$ cat src/rtl/geo_pixel_addr_gen.sv
// Pixel address generator: turns X/Y drawing requests into 40-bit pixel-writer commands.
// Latency 2 cycles (accept -> cmd_rdy); draw_busy freezes both stages, in_busy when S1 is held.
module geo_pixel_addr_gen #(
    parameter int ADDR_W = 20,
    parameter int XY_W   = 12
) (
    input  logic                 clk,
    input  logic                 reset,
    input  logic                 in_valid,
    output logic                 in_busy,
    input  logic [3:0]           in_cmd,
    input  logic [7:0]           in_colour,
    input  logic [XY_W-1:0]      in_x,
    input  logic [XY_W-1:0]      in_y,
    input  logic [ADDR_W-1:0]    cfg_base,
    input  logic [15:0]          cfg_width,
    input  logic [3:0]           cfg_bpp,
    input  logic [XY_W-1:0]      cfg_xmax,
    input  logic [XY_W-1:0]      cfg_ymax,
    input  logic                 draw_busy,
    output logic                 cmd_rdy,
    output logic [ADDR_W+19:0]   cmd_out,
    output logic [7:0]           clip_count,
    input  logic                 clip_rst
);
    localparam int CMD_W  = ADDR_W + 20;
    localparam int PROD_W = XY_W + 16;

    // S1: request plus the configuration it was accepted under
    logic              s1_vld;
    logic [3:0]        s1_cmd;
    logic [7:0]        s1_colour;
    logic [XY_W-1:0]   s1_x;
    logic [XY_W-1:0]   s1_y;
    logic [ADDR_W-1:0] s1_base;
    logic [15:0]       s1_width;
    logic [3:0]        s1_bpp;
    logic [XY_W-1:0]   s1_xmax;
    logic [XY_W-1:0]   s1_ymax;

    logic              s2_vld;
    logic [CMD_W-1:0]  s2_dat;

    logic              stall;
    logic              s1_en;
    logic              is_pix;
    logic              is_ctl;
    logic              bpp_ok;
    logic [2:0]        shamt;
    logic              clipped;
    logic              pix_ok;
    logic              counted_drop;
    logic              s1_pass;
    logic [XY_W-1:0]   x_word;
    logic [3:0]        tgt_mask;
    logic [3:0]        target;
    logic [ADDR_W-1:0] addr;
    logic [CMD_W-1:0]  s1_word;

    assign stall   = s2_vld && draw_busy;
    assign in_busy = s1_vld && stall;
    assign s1_en   = !in_busy;
    assign cmd_rdy = s2_vld && !draw_busy;
    assign cmd_out = s2_dat;

    always_comb begin
        is_pix = 1'b0;
        is_ctl = 1'b0;
        case (s1_cmd)
            4'd1, 4'd2, 4'd3, 4'd4, 4'd6: is_pix = 1'b1;
            4'd7, 4'd10, 4'd11:           is_ctl = 1'b1;
            default: ;
        endcase
    end

    always_comb begin
        shamt  = 3'd0;
        bpp_ok = 1'b1;
        case (s1_bpp)
            4'd0:    shamt = 3'd4;
            4'd1:    shamt = 3'd3;
            4'd3:    shamt = 3'd2;
            4'd7:    shamt = 3'd1;
            4'd15:   shamt = 3'd0;
            default: bpp_ok = 1'b0;
        endcase
    end

    assign clipped      = (s1_x >= s1_xmax) || (s1_y >= s1_ymax);
    assign pix_ok       = is_pix && bpp_ok && !clipped;
    assign counted_drop = is_pix && !(bpp_ok && !clipped);
    assign s1_pass      = pix_ok || is_ctl;

    // Full y*width product, then wrap modulo the RAM address space
    assign x_word   = s1_x >> shamt;
    assign tgt_mask = (4'd1 << shamt) - 4'd1;
    assign target   = s1_x[3:0] & tgt_mask;
    assign addr     = s1_base
                    + ADDR_W'(PROD_W'(s1_y) * PROD_W'(s1_width))
                    + ADDR_W'(x_word);

    always_comb begin
        s1_word = {s1_cmd, s1_colour, {(CMD_W-12){1'b0}}};
        if (is_pix)
            s1_word = {s1_cmd, s1_colour, s1_bpp, target, addr};
    end

    always_ff @(posedge clk) begin
        if (s1_en && in_valid) begin
            s1_cmd    <= in_cmd;
            s1_colour <= in_colour;
            s1_x      <= in_x;
            s1_y      <= in_y;
            s1_base   <= cfg_base;
            s1_width  <= cfg_width;
            s1_bpp    <= cfg_bpp;
            s1_xmax   <= cfg_xmax;
            s1_ymax   <= cfg_ymax;
        end
    end

    always_ff @(posedge clk) begin
        if (reset) begin
            s1_vld <= 1'b0;
            s2_vld <= 1'b0;
            s2_dat <= '0;
        end else begin
            if (s1_en)
                s1_vld <= in_valid;
            if (!stall) begin
                s2_vld <= s1_vld && s1_pass;
                if (s1_vld && s1_pass)
                    s2_dat <= s1_word;
            end
        end
    end

    // Drops are counted as S1 drains; a coincident clear wins
    always_ff @(posedge clk) begin
        if (reset || clip_rst)
            clip_count <= 8'd0;
        else if (s1_vld && !stall && counted_drop && clip_count != 8'hFF)
            clip_count <= clip_count + 8'd1;
    end
endmodule

$ cat config.mk
export PLATFORM = sky130hd
export DESIGN_NAME = geo_pixel_addr_gen
export DESIGN_NICKNAME = d
export VERILOG_FILES = /design/src/rtl/geo_pixel_addr_gen.sv
export SDC_FILE = /design/constraint.sdc
export NUM_CORES = 1
export LEC_CHECK = 0
export ABC_AREA = 1
export BUFFER_PORTS_ARGS = -buffer_cell sky130_fd_sc_hd__buf_2
export CELL_PAD_IN_SITES_DETAIL_PLACEMENT = 1
export CELL_PAD_IN_SITES_GLOBAL_PLACEMENT = 1
export CORE_MARGIN = 4
export CORE_UTILIZATION = 30
export DETAILED_ROUTE_END_ITERATION = 8
export PLACE_DENSITY = 0.6
export SYNTH_ARGS = -nofsm -noshare
export SYNTH_HDL_FRONTEND = slang
export SYNTH_SLANG_ARGS = --single-unit
$ cat constraint.sdc
create_clock -name clk -period 7.45 [get_ports clk]
set_input_delay 0.3725 -clock clk [delete_from_list [all_inputs] [get_ports clk]]
set_output_delay 0.3725 -clock clk [all_outputs]
set_load 0.01 [all_outputs]
==> results.py <==
metrics = {
    "outcome": {
        "status": "finished, final reports clean",
    },
    "yosys": {
        "synth_cell_type_count": 44,
        "synth-seq-area-share_pct": 32.0,
        "ys_top_cells_by_area": "edfxtp_1 24%, fa_1 23%, inv_1 9.9%",
        "synth_warnings": 0,
        "synth_cells": 1429,
        "avgSynthCellArea_sq_um": 8.76,
        "yosysTopAreaCellShare_pct": 24.0,
        "ys_seq_elements": 150,
        "yosysTopAreaCell": "edfxtp_1",
        "synth_area_sq_mm": 0.0125,
        "synth_nets": 1756,
    },
    "cells_and_area": {
        "layout.area.seq_sq_mm": 0.00400,
        "layout.cells.non_filler": 2106,
        "drive_above_1_share_pct": 15.7,
        "final_area_sq_mm": 0.0144,
        "n_fill_cell": 4890,
        "nets": 1888,
        "n_antenna_cell": 0,
        "multi_input_area_sq_mm": 0.00700,
        "area_growth_pct": 14.7,
    },
    "timing": {
        "min_period_ns": 6.03,
        "hold_viol": 0,
        "final_max_slew_viol_count": 0,
        "fin_setup_tns_ns": 0,
        "slew_headroom_pct": 39.8,
        "setup_viol": 0,
        "fmax_mhz": 166,
        "fin_worst_skew_ns": 0.0183,
        "tightest_slew_ns": 0.903,
        "fin_crit_sh_pct": 81.0,
        "fin_hold_ws_ns": 0.0603,
        "rsz0062_at_grt": "false",
    },
    "grt": {
        "grt_use_total_pct": 16.2,
        "grt_pass1_wl_mm": 56.0,
        "grt_pass1_vias": 10500,
        "grt.overflow.total": 0,
        "grt_max_degree": 68,
        "grt_antenna_before_repair": 0,
    },
    "setup_path": {
        "path_cells": "nand2_1 -> fa_1 -> fa_1 -> fa_1 -> inv_1 -> fa_1 -> fa_1 -> inv_1 -> fa_1 -> inv_1 -> ha_1 -> a21oi_1 -> a21boi_0 -> nand2_1 -> nand2_1 -> nand2_1 -> nor2_1 -> inv_1 -> nand2_1 -> nand3_1 -> a21oi_1",
        "crit_buf_inv": 4,
        "worst_ep_required_time_ns": 7.86,
        "path_delay_family": "adder cells",
        "crit_end": "cmd_out[19]",
        "critPathMaxStageDelay_ns": 0.84,
        "worstSetupPathType": "reg2reg",
        "r2r_slack_ns": 1.42,
        "crit_fanout": 18,
        "crit_start": "s1_y[4]",
        "end_kind": "flip-flop",
        "worstReg2RegEnd": "cmd_out[19]",
        "worstPathArrival_ns": 6.44,
        "cpMaxStageDelayCell": "edfxtp_1",
        "r2r_start": "s1_y[4]",
        "cp_common_cell": "fa_1",
        "cp.depth": 21,
        "startpoint_type": "flip-flop",
        "rr_worst_depth": 21,
    },
    "clock_tree": {
        "cts_made_buffers": 17,
        "cts_resized": 0,
        "cts-htree-levels": 4,
        "hold_buffers": 0,
        "postCtsSetupBuffers": 0,
        "clock_insertion_delay_worst_skew_ns": 0.48,
        "root_buffer": "clkbuf_16",
        "clk_pin_slew_worst_paths_ns": 0.08,
        "cts_tree": "done",
        "clock-sinks": 150,
        "clk_path_buf_depth": 2,
    },
    "placed_design": {
        "io_buffers": 154,
        "place_area_sq_mm": 0.0138,
        "place_inst": 2074,
        "gp_congestion": 0.815,
        "dp_hpwl_mm": 28.2,
    },
    "power": {
        "p_leak_nw": 7.45,
        "p_comb_share_pct": 68.6,
        "p_switching_mw": 3.01,
        "power_frac_seq_pct": 16.6,
        "fin_total_pwr_mw": 5.91,
        "clkPwrFrac_pct": 14.8,
        "p_int_mw": 2.89,
        "swShare_pct": 51.0,
        "power.density_mw_per_mm2": 411,
        "peakVddDrop_v": 0.000512,
    },
    "routing": {
        "detail_route.vias_per_cell": 4.54,
        "drt_first_pass_iters": 4,
        "drtAntennaViolNets": 0,
        "vias": 9555,
        "drc_errors": 0,
        "wl_mm": 34.9,
        "drtIter0Drc": 419,
        "wire_per_inst_um": 16.6,
    },
    "worst_hold_path": {
        "min_from": "in_colour[7]",
        "min_path_type": "in2reg",
    },
    "floorplanning": {
        "rows": 74,
        "die_h_um": 212,
        "ios": 155,
        "die_w_um": 212,
        "start_util_pct": 30.5,
        "core_sq_mm": 0.0410,
        "die_area_sq_mm": 0.0450,
    },
    "job": {
        "drv_cap": 0,
    },
}
worst reg2reg max path, cell delays in order (launching register included):
cell      delay, ns
edfxtp_1       0.84
nand2_1        0.17
fa_1           0.57
fa_1           0.45
fa_1           0.55
inv_1          0.05
fa_1           0.48
fa_1           0.55
inv_1          0.05
fa_1           0.53
inv_1          0.04
ha_1           0.35
a21oi_1        0.23
a21boi_0       0.44
nand2_1        0.12
nand2_1        0.08
nand2_1        0.05
nor2_1         0.13
inv_1          0.06
nand2_1        0.06
nand3_1        0.06
a21oi_1        0.13
cells in the mapped netlist, drive strengths merged:
library cell / instances
o21a: 2
nand4: 15
inv: 335
clkbuf: 31
dfxtp: 50
o21bai: 2
dlygate4sd1: 1
o221ai: 2
nor3: 7
nor2: 78
a211o: 1
nand2: 336
nand3b: 3
fa: 141
or2: 9
o31ai: 2
o211ai: 2
mux2i: 3
nand3: 78
buf: 18
a21oi: 69
o21ai: 47
and2: 2
a21o: 4
a21boi: 1
xor2: 6
edfxtp: 100
xnor2: 3
ha: 81
worst min-delay path by stage:
stage,depth (start not counted),to
floorplan,2,cmd_out[28]
global placement,2,cmd_out[29]
detailed placement,2,cmd_out[0]
CTS,1,s1_colour[7]
global route,1,s1_colour[3]
finish,1,s1_colour[7]
sequential cells by signal (all words and copies together), names as in the netlist, 8 cells and up:
name / flops
cmd_out: 40
s1_base: 20
s1_width: 16
s1_x: 12
s1_xmax: 12
s1_y: 12
s1_ymax: 12
clip_count: 8
s1_colour: 8
layout make-up:
type | instances | area share, %
Multi-Input combinational cell | 894 | 48.8
Sequential cell | 150 | 27.9
Tap cell | 532 | 4.64
Timing Repair Buffer | 163 | 5.84
Clock buffer | 17 | 2.96
Inverter | 335 | 8.78
Clock inverter | 15 | 1.09
layer usage:
layer  GRT usage (%)  wire length (um)  vias up
met2            27.0             16900      126
met1            21.1             16100     4746
met4            4.13               590        0
li1                -                 -     4647
met5               0                 0        -
met3            3.97              1310       36
power by group through the flow:
| stage | Combinational (mW) | Clock, mW | Sequential, mW |
|---|---|---|---|
| after detailed placement | 4.11 | 0 | 0.999 |
| after floorplan | 3.00 | 0 | 0.971 |
| after global placement | 4.06 | 0 | 0.998 |
| after global routing | 4.75 | 0.943 | 0.986 |
| final | 4.05 | 0.876 | 0.980 |
| after CTS | 4.15 | 0.912 | 0.981 |
stage by stage:
| stage | util [%] | setup WS, ns |
|---|---|---|
| floorplan | - | 1.93 |
| global placement | 33.6 | 1.54 |
| detailed placement | 33.6 | 1.41 |
| CTS | 35.0 | 1.42 |
| global route | 35.0 | 1.00 |
| finish | 35.0 | 1.42 |
logic make-up (layout without fill, tap and decap cells):
family          Yosys count  in the layout  synth area share [%]
simple gates            528            528                  18.6
buf+inv                 385            530                  12.0
fa+ha+maj               222            222                  30.7
flops                   150            150                  32.0
compound gates          132            132                  5.90
xor+xnor                  9              9                 0.630
mux                       3              3                 0.240
layout by cell type, fill, tap and decap left out, drive strengths merged:
cell type	count
nand4	15
edfxtp	100
fa	141
and2	2
nand2	336
or2	9
a211o	1
nand3b	3
o21ai	47
ha	81
nor3	7
dfxtp	50
o31ai	2
a21boi	1
mux2i	3
nand3	78
xor2	6
o221ai	2
o21bai	2
o21a	2
o211ai	2
buf	163
nor2	78
clkinvlp	1
clkbuf	17
a21oi	69
clkinv	4
inv	345
xnor2	3
a21o	4
(Power assumes the default switching activity.)
